**src/rtl/serial_subtractor.sv**
```systemverilog
`default_nettype none
// ============================================================================
// Module   : serial_subtractor
// Purpose  : Bit-serial subtractor that computes a - b - bin one bit per clock,
//            LSB first. It also reports the borrow-out and the signed overflow.
// Revision : 1.0 - initial release
// ============================================================================
module serial_subtractor #(
  parameter int WIDTH = 8
) (
  input  logic             clk,
  input  logic             rst_n,
  input  logic             start,
  input  logic [WIDTH-1:0] a,
  input  logic [WIDTH-1:0] b,
  input  logic             bin,
  output logic             busy,
  output logic             done,
  output logic [WIDTH-1:0] diff,
  output logic             bout,
  output logic             ovf
);

  localparam int                 c_CW   = (WIDTH > 1) ? $clog2(WIDTH) : 1;
  localparam logic [c_CW-1:0]    c_LAST = c_CW'(WIDTH - 1);

  typedef enum logic [1:0] {
    S_IDLE = 2'd0,
    S_RUN  = 2'd1,
    S_DONE = 2'd2
  } state_t;

  state_t            r_state;
  state_t            w_next;
  logic [WIDTH-1:0]  r_a;
  logic [WIDTH-1:0]  r_b;
  logic [WIDTH-1:0]  r_diff;
  logic [c_CW-1:0]   r_cnt;
  logic              r_br;
  logic              r_amsb;
  logic              r_bmsb;
  logic              r_bout;
  logic              r_ovf;
  logic              w_d;
  logic              w_br_next;
  logic              w_last;

  assign w_d       = r_a[0] ^ r_b[0] ^ r_br;
  assign w_br_next = (~r_a[0] & r_b[0]) | (~(r_a[0] ^ r_b[0]) & r_br);
  assign w_last    = (r_cnt == c_LAST);

  always_comb begin
    w_next = r_state;
    case (r_state)
      S_IDLE:  if (start) w_next = S_RUN;
      S_RUN:   if (w_last) w_next = S_DONE;
      S_DONE:  w_next = S_IDLE;
      default: w_next = S_IDLE;
    endcase
  end

  always_ff @(posedge clk) begin
    if (!rst_n) begin
      r_state <= S_IDLE;
      r_a     <= '0;
      r_b     <= '0;
      r_diff  <= '0;
      r_cnt   <= '0;
      r_br    <= 1'b0;
      r_amsb  <= 1'b0;
      r_bmsb  <= 1'b0;
      r_bout  <= 1'b0;
      r_ovf   <= 1'b0;
    end else begin
      r_state <= w_next;
      case (r_state)
        S_IDLE: begin
          if (start) begin
            r_a    <= a;
            r_b    <= b;
            r_br   <= bin;
            r_amsb <= a[WIDTH-1];
            r_bmsb <= b[WIDTH-1];
            r_cnt  <= '0;
          end
        end
        S_RUN: begin
          // Result bits enter at the MSB, so after WIDTH shifts the word is aligned.
          r_diff <= {w_d, r_diff[WIDTH-1:1]};
          r_a    <= r_a >> 1;
          r_b    <= r_b >> 1;
          r_br   <= w_br_next;
          r_cnt  <= r_cnt + 1'b1;
          if (w_last) begin
            r_bout <= w_br_next;
            r_ovf  <= (r_amsb ^ r_bmsb) & (r_amsb ^ w_d);
          end
        end
        default: ;
      endcase
    end
  end

  assign busy = (r_state == S_RUN);
  assign done = (r_state == S_DONE);
  assign diff = r_diff;
  assign bout = r_bout;
  assign ovf  = r_ovf;

endmodule
`default_nettype wire

```
**config.mk**
```make
export PLATFORM = sky130hd
export DESIGN_NAME = serial_subtractor
export DESIGN_NICKNAME = d
export VERILOG_FILES = /design/src/rtl/serial_subtractor.sv
export SDC_FILE = /design/constraint.sdc
export NUM_CORES = 1
export LEC_CHECK = 0
export CORE_MARGIN = 2
export CORE_UTILIZATION = 45
export DETAILED_ROUTE_END_ITERATION = 10
export HOLD_SLACK_MARGIN = 0.05
export PLACE_DENSITY = 0.72
export SYNTH_ARGS = -nofsm -noshare
export SYNTH_HDL_FRONTEND = slang
export SYNTH_SLANG_ARGS = --single-unit
```
**constraint.sdc**
```tcl
create_clock -name clk -period 2.4 [get_ports clk]
set_input_delay 0.48 -clock clk [delete_from_list [all_inputs] [get_ports clk]]
set_output_delay 0.48 -clock clk [all_outputs]
set_load 0.02 [all_outputs]
```
## Word-level counts from Yosys, hierarchy flattened

Index checks and enable logic that the tools add are counted.
W data, S select, Z words.

| operators by class | value |
|---|---|
| $add $sub $neg | 1 |
| muxes and demuxes | 11 |
| equal/unequal tests | 5 |
| reduce and logical (&&, ||, !) cells | 6 |
| bitwise gates (word level) | 10 |

Operators with widths:

| operator | count |
|---|---|
| $pmux W8 S2 | 2 |
| $mux W8 | 2 |
| $reduce_and A2 Y1 | 4 |
| $pmux W3 S2 | 1 |
| $mux W2 | 2 |
| $pmux W2 S2 | 1 |
| $xor A1 B1 Y1 | 4 |
| $add A3 B1 Y3 const B | 1 |
| $and A1 B1 Y1 | 3 |
| $eq A3 B3 Y1 const B | 1 |
| $mux W3 | 1 |
| $eq A2 B1 Y1 const B | 1 |
| $eq A2 B2 Y1 const B | 1 |
| $logic_not A2 Y1 | 1 |
| $ne A2 B1 Y1 const B | 1 |
| $ne A2 B2 Y1 const B | 1 |
| $not A1 Y1 | 2 |
| $pmux W1 S2 | 1 |
| $reduce_bool A2 Y1 | 1 |
| $mux W1 | 1 |
| $or A1 B1 Y1 | 1 |

| word-level totals | value |
|---|---|
| logic and storage cells | 43 |
| bits in registers | 34 |
| output and inout bits | 12 |
| bits of input ports | 20 |

## Longest topological paths before layout

| logic depth | value |
|---|---|
| depth after elaboration | 5 |
| mapped depth | 6 |
| depth with buffers taken out | 5 |

## Worst setup path after synthesis

Ideal clock, no wire load.

| path | value |
|---|---|
| path kind | register to output |
| start | reg r_state[0] |
| end | out done |
| setup slack | 0.994 ns |
| arrival time | 0.926 ns |
| path buffers | 2 |
| data required time | 1.920 ns |
| stages on the path, launching flop included | 4 |
| path through | dfxtp_1 > buf_6 > buf_12 > nor2b_1 |

| on the way | value |
|---|---|
| longest elaborated chain between the ends | 1 |

RTL lines:

| element | RTL line | text |
|---|---|---|
| start: declaration | 33 | `state_t r_state;` |
| start signal: assignment | 75 | `r_state <= w_next;` |
| $eq A2 B2 Y1 | 105 | `assign done = (r_state == S_DONE);` |
| end: declaration | 18 | `output logic done,` |

No other way between the ends.

## Worst setup path after layout

| path | value |
|---|---|
| start | reg r_state[1] |
| end | out busy |

| on the way | value |
|---|---|
| longest elaborated chain between the ends | 1 |

RTL lines:

| element | RTL line | text |
|---|---|---|
| $eq A2 B1 Y1 | 104 | `assign busy = (r_state == S_RUN);` |
| end: declaration | 17 | `output logic busy,` |

No other way between the ends.

==> results.sh <==
export IMPL_status="finished, final reports clean"
export IMPL_start_kind="register"
export IMPL_grt_pass1_vias=1107
export IMPL_numCtsBuffers=5
export IMPL_max_vdd_ir_drop_uv=413
export IMPL_cts_clk_slew_worst_paths_ns=0.09
export IMPL_met1Wirelength_um=1190
export IMPL_endpoint_kind="output port"
export IMPL_crit_fanout=16
export IMPL_dieHeight_um=60.8
export IMPL_min_path_type="reg2reg"
export IMPL_layout_setup_ws_ns=0.194
export IMPL_cts_resized=0
export IMPL_clock_skew_ns=0.00363
export IMPL_cts_tree="done"
export IMPL_synth_common_cells="dfxtp_1 (34), nor2_1 (19), nand2_1 (18), a211oi_1 (16), mux2i_1 (16)"
export IMPL_slew_headroom_pct=62.6
export IMPL_fin_tns_setup_ns=0
export IMPL_p_leak_nw=0.679
export IMPL_synth_edff_count=0
export IMPL_placed_cells=223
export IMPL_syn_cell_area_um2=1450
export IMPL_synth_top_cell_by_area="dfxtp_1"
export IMPL_clkLatencyLatePin_ns=0.34
export IMPL_firstDrtPassIters=6
export IMPL_coreArea_um2=3050
export IMPL_antenna_found_initial=0
export IMPL_start_util_pct=47.5
export IMPL_vias=1151
export IMPL_hold_worst_slack_ns=0.463
export IMPL_yosysWarnings=0
export IMPL_cap_viol_max_count=0
export IMPL_utilization_pct=59.4
export IMPL_grt_max_degree=32
export IMPL_critical_path_max_stage_delay_ns=0.63
export IMPL_placed_cell_area_um2=1760
export IMPL_fmax_ghz=0.453
export IMPL_grt_pass1_wl_um=4740
export IMPL_dr_wl_met3_um=185
export IMPL_async_flop_share_pct=0
export IMPL_routed_top_layer="met4"
export IMPL_numClockSinks=34
export IMPL_synth_net_count=177
export IMPL_drt_initial_drc_count=54
export IMPL_crit_chain="nand2b_1 > inv_4 > clkdlybuf4s50_1"
export IMPL_cp_buffers_inverters=2
export IMPL_synth_cell_types=26
export IMPL_reg2reg_slack_ns=0.77
export IMPL_slew_violations=0
export IMPL_crit_slowest_cell="clkdlybuf4s50_1"
export IMPL_grt_setup_unrepaired="no"
export IMPL_fin_area_um2=1810
export IMPL_num_antenna_cells=0
export IMPL_critPathKind="reg2out"
export IMPL_post_cts_setup_buffers=0
export IMPL_clockRootBuffer="clkbuf_4"
export IMPL_period_share_pct=91.9
export IMPL_hold_viol_final=0
export IMPL_instances_no_fill=229
export IMPL_power_mw=1.09
export IMPL_cp_required_ns=1.92
export IMPL_num_nets_final=209
export IMPL_wl_um=2830
export IMPL_route_met2_wl_um=1390
export IMPL_ys_ff_latch=34
export IMPL_gp_congestion=0.788
export IMPL_routedWlPerCell_um=12.4
export IMPL_htreeDepth=2
export IMPL_drive_gt1_share_pct=7.03
export IMPL_ys_seq_area_share_pct=46.9
export IMPL_critPathTopFamily="buffers and inverters"
export IMPL_ctsHoldBuffers=0
export IMPL_power_per_cell_area_nw_per_um2=602
export IMPL_portBuffers=31
export IMPL_route_detailed_drc=0
export IMPL_postRouteAntennaNets=0
export IMPL_place_hpwl_um=1960
export IMPL_synthCells=154
export IMPL_worstMarginPinSlew_ns=0.561
export IMPL_fp_row_count=20
export IMPL_grt_overflow_total=0
export IMPL_die_w_um=60.8
export IMPL_arrival_ns=1.73
export IMPL_area_delta_synth_final_pct=25.1
export IMPL_pre_cts_ws_ns=0.378
export IMPL_syn_avg_cell_area_um2=9.42
export IMPL_synth_top_area_share_pct=46.9
export IMPL_viasPerCell=5.03
export IMPL_synth_area_leaders="dfxtp_1 (47%), mux2i_1 (11%), a211oi_1 (8.3%), a21oi_1 (5.2%), nor2_1 (4.9%)"
export IMPL_cts_buffer_depth=2
export IMPL_finalSetupViolCount=0
export IMPL_synth_ff_type="dfxtp_1"
export IMPL_track_usage_pct=17.9
export IMPL_period_minus_slack_ns=2.21
export IMPL_synth_most_common_cell="dfxtp_1"
export IMPL_die_area_um2=3690
export IMPL_nFillCells=294
export IMPL_io_pins=32
-- path summary, 6_finish.rpt --
check                                              from              endpoint  depth (start not counted)
worst max-delay path            r_state[1]$_SDFFE_PN0P_                  busy                          3
worst min-delay path               diff[0]$_SDFFE_PN0P_  diff[0]$_SDFFE_PN0P_                          2
worst max register to register  r_state[0]$_SDFFE_PN0P_   r_b[5]$_SDFFE_PN0P_                          4
worst min register to register     diff[0]$_SDFFE_PN0P_  diff[0]$_SDFFE_PN0P_                          2
-- routing by layer --
layer | GRT usage [%] | vias to the layer above
li1 | - | 595
met1 | 20.6 | 519
met2 | 28.4 | 32
met3 | 6.82 | 5
met4 | 10.2 | 0
met5 | 0 | -
-- report_power, final --
part / switching, mW / internal (mW)
clock network: 0.178 / 0.132
logic: 0.0835 / 0.0847
registers: 0.0181 / 0.596
-- layout make-up --
type                    count  area, um2  area share [%]
inverters                   6       25.0            1.38
multi-input cells         104        662            36.5
flip-flops and latches     34        681            37.5
well taps                  44       55.1            3.03
repair buffers             35        340            18.8
clock buffers               6       51.3            2.83
-- cell families after synthesis --
logic type               Yosys count  synth area share [%]
AO/OA/AOI/OAI                     39                  18.0
adder cells (fa/ha/maj)            3                  3.11
buffers and inverters             16                  7.42
flip-flops                        34                  46.9
multiplexers                      16                  11.0
AND/OR/NAND/NOR                   46                  13.5
-- cell usage in the layout, fill, tap and decap left out --
cell type,count
nand2_1,18
clkbuf_8,1
clkdlybuf4s50_1,31
inv_4,1
o21ai_0,2
nor2b_1,2
nor2_1,19
ha_1,2
buf_4,4
fa_1,1
clkinv_1,1
mux2i_1,16
nor3_1,2
a21oi_1,15
o21bai_1,1
clkbuf_4,5
nand2b_1,3
a311oi_2,1
nor3b_1,2
o21ba_2,1
inv_1,4
dfxtp_1,34
a22oi_1,2
a211oi_1,16
a311oi_1,1
-- state kept, by name (all words and copies together) (netlist names) --
register / flops
diff: 8
r_a: 8
r_b: 8
r_cnt: 3
r_state: 2
bout: 1
ovf: 1
r_amsb: 1
r_bmsb: 1
r_br: 1
-- worst reg2reg max path, cell delays in order (launching register included) --
cell and delay [ns]:
dfxtp_1 0.34, buf_4 0.31, o21ba_2 0.57, nor2_1 0.09, a211oi_1 0.25
(Power assumes the default switching activity.)
